--- src/rtl/hazard_detect_unit_pkg.sv ---
// ============================================================================
// Module      : hazard_detect_unit_pkg
// Description : Write-back source codes, register-address width default and
//               shadow-stage indices shared by the hazard detection unit.
// Revision    : 1.0 - initial release
// ============================================================================
`default_nettype none

`ifndef HAZARD_DEFINES_VH
`define HAZARD_DEFINES_VH
`define WB_ALU  2'd0
`define WB_DRAM 2'd1
`define WB_PC4  2'd2
`define WB_IMM  2'd3
`define HAZARD_REG_AW 5
`endif

package hazard_detect_unit_pkg;

   localparam int         REG_AW_DEF   = `HAZARD_REG_AW;
   localparam logic [1:0] WB_CODE_ALU  = `WB_ALU;
   localparam logic [1:0] WB_CODE_DRAM = `WB_DRAM;
   localparam logic [1:0] WB_CODE_PC4  = `WB_PC4;
   localparam logic [1:0] WB_CODE_IMM  = `WB_IMM;

   typedef enum logic [1:0] {
      STG_EX  = 2'd0,
      STG_MEM = 2'd1,
      STG_WB  = 2'd2
   } stage_e;

   function automatic logic is_load(input logic [1:0] wsel);
      return (wsel == WB_CODE_DRAM);
   endfunction

endpackage

`default_nettype wire

--- src/rtl/hazard_dst_pipe.sv ---
// ============================================================================
// Module      : hazard_dst_pipe
// Description : Three-deep {we, wR, wsel} shadow of EX/MEM/WB with bubble insert.
// Revision    : 1.0 - initial release
// ============================================================================
`default_nettype none

module hazard_dst_pipe
   import hazard_detect_unit_pkg::*;
#(
   parameter int REG_AW = REG_AW_DEF
)
(
   input  logic                   clk,
   input  logic                   rst_n,
   input  logic                   in_we,
   input  logic [REG_AW-1:0]      in_wr,
   input  logic [1:0]             in_wsel,
   input  logic                   bubble,
   output logic [2:0]             st_we,
   output logic [2:0][REG_AW-1:0] st_wr,
   output logic [2:0][1:0]        st_wsel
);

   logic [2:0]             we_q,   we_d;
   logic [2:0][REG_AW-1:0] wr_q,   wr_d;
   logic [2:0][1:0]        wsel_q, wsel_d;

   always_comb begin
      we_d   = {we_q[STG_MEM],   we_q[STG_EX],   in_we & ~bubble};
      wr_d   = {wr_q[STG_MEM],   wr_q[STG_EX],   bubble ? {REG_AW{1'b0}} : in_wr};
      wsel_d = {wsel_q[STG_MEM], wsel_q[STG_EX], bubble ? 2'b00 : in_wsel};
   end

   always_ff @(posedge clk or negedge rst_n) begin
      if (!rst_n) begin
         we_q   <= '0;
         wr_q   <= '0;
         wsel_q <= '0;
      end else begin
         we_q   <= we_d;
         wr_q   <= wr_d;
         wsel_q <= wsel_d;
      end
   end

   assign st_we   = we_q;
   assign st_wr   = wr_q;
   assign st_wsel = wsel_q;

endmodule

`default_nettype wire

--- src/rtl/hazard_detect_unit.sv ---
// ============================================================================
// Module      : hazard_detect_unit
// Description : RAW flag generation against EX/MEM/WB shadow destinations,
//               load-use stall and branch flush control.
//               Optional perf counters enabled by HAZARD_PERF_CNT_EN.
// Revision    : 1.0 - initial release
// ============================================================================
`default_nettype none

module hazard_detect_unit
   import hazard_detect_unit_pkg::*;
#(
   parameter int REG_AW = REG_AW_DEF
)
(
   input  logic              clk,
   input  logic              rst_n,
   input  logic [REG_AW-1:0] id_rR1,
   input  logic [REG_AW-1:0] id_rR2,
   input  logic              id_rR1_used,
   input  logic              id_rR2_used,
   input  logic [REG_AW-1:0] id_wR,
   input  logic              id_rf_we,
   input  logic [1:0]        id_rf_wsel,
   input  logic              ex_branch_taken,
   output logic              raw_a_rR1,
   output logic              raw_a_rR2,
   output logic              raw_b_rR1,
   output logic              raw_b_rR2,
   output logic              raw_c_rR1,
   output logic              raw_c_rR2,
   output logic              stall_pc,
   output logic              stall_if_id,
   output logic              flush_if_id,
   output logic              flush_id_ex,
   output logic [31:0]       stall_cnt,
   output logic [31:0]       flush_cnt
);

   logic [2:0]             st_we;
   logic [2:0][REG_AW-1:0] st_wr;
   logic [2:0][1:0]        st_wsel;
   logic [2:0]             hit_r1, hit_r2;
   logic                   ex_is_load;
   logic                   load_use;
   logic                   unused_wsel;

   hazard_dst_pipe #(.REG_AW(REG_AW)) u_dst_pipe (
      .clk     (clk),
      .rst_n   (rst_n),
      .in_we   (id_rf_we),
      .in_wr   (id_wR),
      .in_wsel (id_rf_wsel),
      .bubble  (flush_id_ex),
      .st_we   (st_we),
      .st_wr   (st_wr),
      .st_wsel (st_wsel)
   );

   // Only the EX stage needs its write-back source; MEM/WB hits forward regardless.
   assign unused_wsel = ^{st_wsel[STG_MEM], st_wsel[STG_WB]};

   always_comb begin
      hit_r1 = '0;
      hit_r2 = '0;
      for (int s = 0; s < 3; s++) begin
         hit_r1[s] = st_we[s] & (st_wr[s] != '0) & (st_wr[s] == id_rR1) & id_rR1_used;
         hit_r2[s] = st_we[s] & (st_wr[s] != '0) & (st_wr[s] == id_rR2) & id_rR2_used;
      end
      ex_is_load = is_load(st_wsel[STG_EX]);
      load_use   = (hit_r1[STG_EX] | hit_r2[STG_EX]) & ex_is_load;

      // rst_n gating keeps outputs quiet even though ex_branch_taken is unregistered.
      raw_a_rR1   = rst_n & hit_r1[STG_EX] & ~ex_is_load;
      raw_a_rR2   = rst_n & hit_r2[STG_EX] & ~ex_is_load;
      raw_b_rR1   = rst_n & hit_r1[STG_MEM];
      raw_b_rR2   = rst_n & hit_r2[STG_MEM];
      raw_c_rR1   = rst_n & hit_r1[STG_WB];
      raw_c_rR2   = rst_n & hit_r2[STG_WB];
      stall_pc    = rst_n & load_use & ~ex_branch_taken;
      stall_if_id = rst_n & load_use & ~ex_branch_taken;
      flush_if_id = rst_n & ex_branch_taken;
      flush_id_ex = rst_n & (ex_branch_taken | load_use);
   end

`ifdef HAZARD_PERF_CNT_EN
   logic [31:0] stall_cnt_q, stall_cnt_d;
   logic [31:0] flush_cnt_q, flush_cnt_d;

   always_comb begin
      stall_cnt_d = stall_cnt_q + {31'd0, stall_pc};
      flush_cnt_d = flush_cnt_q + {31'd0, flush_if_id};
   end

   always_ff @(posedge clk or negedge rst_n) begin
      if (!rst_n) begin
         stall_cnt_q <= '0;
         flush_cnt_q <= '0;
      end else begin
         stall_cnt_q <= stall_cnt_d;
         flush_cnt_q <= flush_cnt_d;
      end
   end

   assign stall_cnt = stall_cnt_q;
   assign flush_cnt = flush_cnt_q;
`else
   assign stall_cnt = 32'd0;
   assign flush_cnt = 32'd0;
`endif

endmodule

`default_nettype wire

--- config.mk ---
export PLATFORM = sky130hd
export DESIGN_NAME = hazard_detect_unit
export DESIGN_NICKNAME = d
export VERILOG_FILES = /design/src/rtl/hazard_detect_unit_pkg.sv /design/src/rtl/hazard_dst_pipe.sv /design/src/rtl/hazard_detect_unit.sv
export SDC_FILE = /design/constraint.sdc
export NUM_CORES = 1
export LEC_CHECK = 0
export CAP_MARGIN = 20
export CELL_PAD_IN_SITES_DETAIL_PLACEMENT = 2
export CELL_PAD_IN_SITES_GLOBAL_PLACEMENT = 2
export CORE_ASPECT_RATIO = 0.5
export CORE_MARGIN = 2
export CORE_UTILIZATION = 23
export DETAILED_ROUTE_END_ITERATION = 12
export PLACE_DENSITY = 0.89
export SETUP_SLACK_MARGIN = 0.2
export SYNTH_ARGS = -nofsm -noshare
export SYNTH_HDL_FRONTEND = slang
export SYNTH_HIERARCHICAL = 1
export SYNTH_SLANG_ARGS = --single-unit
export TNS_END_PERCENT = 50
--- constraint.sdc ---
create_clock -name clk -period 5.75 [get_ports clk]
set_input_delay 1.15 -clock clk [delete_from_list [all_inputs] [get_ports clk]]
set_output_delay 1.15 -clock clk [all_outputs]
set_load 0.01 [all_outputs]
==> results by group, run 1 <==
Run status
  – Status: finished clean

Pwr
  – PD cells: 224 mW/mm²
  – VDD IR-drop max: 0.0830 mV
  – Leakage: 0.793 nW

Critical path
  – Crit path largest cell delay: 0.60 ns
  – WS Path Type: in -> out
  – WP buf/inv: 2
  – Critical path endpoint category: primary output
  – Critical Path RT: 4.60 ns
  – Worst Setup Start Kind: input pin
  – Crit-path cells: clkdlybuf4s50_1 -> xor2_1 -> nor4_2 -> and3_1 -> o2111ai_2 -> nand2_1 -> clkdlybuf4s50_1
  – CP dominant cell by count: clkdlybuf4s50_1
  – Crit Path Max Fanout: 9
  – Worst Path Arrival: 3.43 ns
  – CP max stage cell: clkdlybuf4s50_1
  – Worst path top cell family by delay: buffers and inverters

Floorplanning
  – Die Y: 63.0 µm
  – Die width: 122 µm
  – Die area: 0.00768 mm²
  – Core Region: 0.00670 mm²
  – Initial core utilization: 23.9%
  – # IOs: 97
  – Row cnt: 21

Global routing
  – First-pass GRT wire length: 5510 µm
  – Global-route met2 utilization: 19.1%
  – Busiest grt layer: met2
  – Pin count of the biggest net entering global routing: 19
  – Vias in the first global route: 1017
  – Grt total ovfl: 0
  – GRT Resource Usage Total: 9.52%
  – GR Util met3: 1.00%
  – Initial antenna violation count: 0
  – Met1 GRT Util: 9.73%

Route
  – Initial DRC count: 17
  – Routed len/inst: 12.7 µm
  – Vias post-DR: 976
  – Vias per cell: 3.46
  – DR pass1 iterations: 2
  – WL final: 3580 µm
  – Detail Route Antenna Nets: 0
  – Number of remaining DRC errors: 0

Finish
  – Sequential Area: 500 µm²
  – Ant diodes: 0
  – Final non-filler cell total: 282
  – Nets@finish: 214
  – Area growth syn-to-layout: 10.9%
  – Multi-input gate area: 732 µm²
  – Layout cell share with drive strength beyond 1: 4.21%
  – Layout fillers: 769

Timing
  – Fin. max-slew vios: 0
  – Final worst-path cycle share: 79.7%
  – Fin Setup TNS: 0 ns
  – Fmax: 0.218 GHz
  – Tmin final: 4.58 ns
  – Final setup vio count: 0
  – Unrepaired setup endpoints after global routing: false
  – Hold Vio Cnt, Final: 0
  – Worst rel slew slack: 66.7%
  – Worst slew pin tran: 0.495 ns
  – Fin Clk Skew: 0.00402 ns

Clocking
  – CTS-repair resized insts: 0
  – CTS hold repair buffers: 0
  – # Post-CTS Setup Buffers: 0
  – CTS tree: built
  – Clock Tree Root: clkbuf_16
  – Clk_lat worst skew: 0.26 ns
  – Clock Path Buffers: 2
  – CTS H-Tree Depth: 1
  – Sink Count: 20
  – Clock slew at reported path FFs: 0.06 ns
  – Num CTS Buffers: 3

Placement
  – Hpwl dp: 3040 µm
  – Port Buffers: 32
  – Placed instance count: 278
  – Gpl congestion: 0.785

Yosys
  – Syn_area_per_cell: 9.47 µm²
  – Yosys warns: 6
  – Mapped Area: 0.00160 mm²
  – Synth Instances: 169

Worst hold path
  – Worst min-delay path category: reg -> reg

Run
  – MaxCap Viol Count: 0
sequential cells by signal, indices dropped and copies added (netlist names):
register            cells
u_dst_pipe/st_wr       15
u_dst_pipe/st_we        3
u_dst_pipe/st_wsel      2
worst reg2reg max path: stages (launching register included):
cell and delay, ns:
dfrtp_1 0.44, xor2_1 0.20, nor4_2 0.36, and3_1 0.23, o2111ai_2 0.15, nand2_1 0.26
nor2b_1 0.09
stage by stage:
stage / area (µm²) / setup WS [ns] / hold WS, ns / total power [mW] / utilization, %
global placement: 1690 / 1.21 / 0.356 / 0.236 / 25.2
detailed placement: 1690 / 1.15 / 0.366 / 0.241 / 25.2
finish: 1780 / 1.17 / 0.388 / 0.398 / 26.5
CTS: 1780 / 1.13 / 0.387 / 0.401 / 26.5
floorplan: 1840 / 2.40 / 0.355 / 0.247 / -
global route: 1780 / 1.00 / 0.415 / 0.417 / 26.5
layer usage:
metal	vias up	share of wire (%)	wire, µm
met5	-	0	0
met4	0	2.6	93
met3	9	6.7	239
met2	53	55	1990
met1	472	35	1260
li1	442	-	-
cell usage in the layout (no fill, tap or decap), drive strengths merged:
cell type / instances
o311a: 1
or4: 2
and3: 2
nand4: 4
conb: 64
nor4: 6
or3: 1
xnor2: 18
clkbuf: 4
nor2b: 9
nand3: 1
xor2: 12
buf: 1
nand2: 4
o2111ai: 1
clkdlybuf4s50: 32
o21ai: 3
inv: 3
dfrtp: 20
nor2: 2
report_power, final:
part	internal (mW)	switching, mW
registers	0.150	0.0109
clock network	0.106	0.0521
logic	0.0326	0.0467
layout make-up:
cell class	count	share of cell area, %
flip-flops and latches	20	28.2
clock buffers	4	5.00
repair buffers	33	18.5
well taps	92	6.48
inverters	3	0.634
multi-input cells	130	41.2
worst paths after layout:
path / startpoint / endpoint / slack, ns / cells past startpoint
worst min-delay path: u_dst_pipe/st_we[1]$_DFF_PN0_ / u_dst_pipe/st_we[2]$_DFF_PN0_ / 0.39 / 0
min in group asynchronous: rst_n / u_dst_pipe/st_wr[14]$_DFF_PN0_ / 1.17 / 1
worst max-delay path: id_rR1[4] / flush_id_ex / 1.17 / 7
worst max register to register: u_dst_pipe/st_wr[1]$_DFF_PN0_ / u_dst_pipe/st_wr[4]$_DFF_PN0_ / 3.90 / 6
max in group asynchronous: rst_n / u_dst_pipe/st_wr[0]$_DFF_PN0_ / 4.03 / 2
worst min register to register: u_dst_pipe/st_we[1]$_DFF_PN0_ / u_dst_pipe/st_we[2]$_DFF_PN0_ / 0.39 / 0
Power figures use the tool's default switching activity.
==> inputs of run 2 (changes only) <==
- CORE_UTILIZATION: 23 -> 19
- PLACE_DENSITY: 0.89 -> 0.79
- clock period: 5.75 -> 3.72 ns (I/O delays scaled with it)
==> results by group, run 2 (same netlist as run 1, synthesis figures left out) <==
Run status
  – Status: finished clean

Placement
  – Hpwl dp: 3100 µm (+2.1%)
  – Placed Area: 0.00173 mm² (+2.8%)
  – Gpl congestion: 0.712 (-9.3%)
  – Port Buffers: 32 (unchanged)
  – Pre-CTS setup slack: 0.131 ns (-1.02 ns)
  – Placed instance count: 301 (+8.3%)

Route
  – Routed len/inst: 11.8 µm (-6.7%)
  – Vias per cell: 3.23 (-6.8%)
  – Number of remaining DRC errors: 0 (unchanged)
  – DR pass1 iterations: 2 (unchanged)
  – Detail Route Antenna Nets: 0 (unchanged)
  – Initial DRC count: 18 (+1)
  – WL final: 3610 µm (+0.89%)
  – Vias post-DR: 984 (+0.82%)

Clocking
  – Clock Path Buffers: 2 (unchanged)
  – Clk_lat worst skew: 0.26 ns (about the same)
  – CTS H-Tree Depth: 1 (unchanged)
  – # Post-CTS Setup Buffers: 0 (unchanged)
  – Clock Tree Root: clkbuf_16
  – Clock slew at reported path FFs: 0.05 ns (about the same)
  – CTS tree: built
  – Sink Count: 20 (unchanged)
  – Num CTS Buffers: 3 (unchanged)

Critical path
  – Worst Path Arrival: 2.65 ns (-0.78 ns)
  – R2r worst-path depth: 7 (+1)
  – WS Path Type: in -> out
  – Worst Setup SP: id_rR2[1]
  – Origin of the critical flop-to-flop path: u_dst_pipe/st_wr[2]$_DFF_PN0_
  – Worst Setup Start Kind: input pin
  – R2r setup slk: 1.92 ns (-1.98 ns)
  – Crit Path Max Fanout: 2 (-7)
  – Critical path endpoint category: primary output
  – FF-to-FF End: u_dst_pipe/st_we[0]$_DFF_PN0_
  – CP Capture Point: raw_b_rR2
  – Critical Path RT: 2.98 ns (-1.62 ns)

Finish
  – Fin area: 0.00184 mm² (+3.9%)
  – Nets@finish: 217 (+1.4%)
  – Layout cell share with drive strength beyond 1: 6.74% (+2.5 points)
  – Final core occ: 22.8% (-3.7 points)
  – Final non-filler cell total: 305 (+8.2%)
  – Ant diodes: 0 (unchanged)
  – Commonest non-fill, non-tap cell in the layout: conb_1
  – Area growth syn-to-layout: 15.2%
  – Max FFs per register: 15 (unchanged)
  – Most frequent cells in the layout: conb_1, clkdlybuf4s50_1, dfrtp_1

Timing
  – Fmax: 0.294 GHz
  – Final setup vio count: 0 (unchanged)
  – Tmin final: 3.40 ns
  – Fin. max-slew vios: 0 (unchanged)
  – Fin Clk Skew: 0.00459 ns (+0.000573 ns)
  – Hold Vio Cnt, Final: 0 (unchanged)
  – PnR worst setup slack: 0.322 ns (-0.845 ns)
  – Final worst-path cycle share: 91.3%
  – Hold WS: 0.395 ns (+0.00692 ns)
  – Fin Setup TNS: 0 ns (unchanged)
  – Unrepaired setup endpoints after global routing: true

Floorplanning
  – Die width: 134 µm (+9.7%)
  – Core Region: 0.00809 mm² (+21%)
  – Die area: 0.00922 mm² (+20%)
  – # IOs: 97 (unchanged)
  – Initial core utilization: 19.8% (-4.1 points)
  – Row cnt: 23 (+9.5%)
  – Die Y: 68.9 µm (+9.4%)

Global routing
  – First-pass GRT wire length: 5240 µm (-5.0%)
  – Grt total ovfl: 0 (unchanged)
  – Initial antenna violation count: 0 (unchanged)
  – GRT Resource Usage Total: 7.48% (-2.0 points)
  – Pin count of the biggest net entering global routing: 13 (-6)
  – Vias in the first global route: 1026 (+0.88%)

Pwr
  – Overall Power: 666 µW (+67%)
  – Leakage: 0.835 nW (+5.3%)
  – VDD IR-drop max: 0.140 mV (+69%)
  – PD cells: 361 mW/mm² (+61%)

Worst hold path
  – Hold depth: 0 (unchanged)
  – Worst min-delay path category: reg -> reg

Run
  – MaxCap Viol Count: 0 (unchanged)
-- run 2: critical path: stages --
cell and delay [ns]:
clkdlybuf4s50_1 0.46, buf_4 0.17, xnor2_1 0.16, nand4_1 0.12, nor4_1 0.38, clkdlybuf4s50_1 0.61
-- run 2: layer usage --
layer	up-vias	track usage (%)	share of wire, %
li1	448	-	-
met1	481	7.03	34
met2	51	16.9	59
met3	4	0.658	5.9
met4	0	3.59	1.5
met5	-	0	0
-- run 2: how the worst min path moves through the flow --
stage / start / endpoint / slack, ns
after detailed placement: u_dst_pipe/st_we[0]$_DFF_PN0_ / u_dst_pipe/st_we[1]$_DFF_PN0_ / 0.39
after global placement: u_dst_pipe/st_we[1]$_DFF_PN0_ / u_dst_pipe/st_we[2]$_DFF_PN0_ / 0.36
after floorplan: u_dst_pipe/st_we[0]$_DFF_PN0_ / u_dst_pipe/st_we[1]$_DFF_PN0_ / 0.35
after global routing: u_dst_pipe/st_we[0]$_DFF_PN0_ / u_dst_pipe/st_we[1]$_DFF_PN0_ / 0.40
final: u_dst_pipe/st_we[0]$_DFF_PN0_ / u_dst_pipe/st_we[1]$_DFF_PN0_ / 0.39
after CTS: u_dst_pipe/st_we[0]$_DFF_PN0_ / u_dst_pipe/st_we[1]$_DFF_PN0_ / 0.40
-- run 2: timing repair --
item | in CTS | in global routing
pin swaps | 3 | 2
gates resized for setup | 7 | 3
cloned | 0 | 0
endpoints found under the setup margin | 3 | 3
hold buffers | 0 | 0
-- run 2: final cells by class --
cell class,instances,area (µm²)
fillers,923,6240
multi-input cells,130,743
clock buffers,3,75.1
well taps,112,140
clock inverters,1,30.0
repair buffers,36,344
inverters,3,11.3
flip-flops and latches,20,500
-- run 2: power breakdown --
part	switching, mW	internal, mW
registers	0.0168	0.232
logic	0.0716	0.0504
clock network	0.0818	0.214
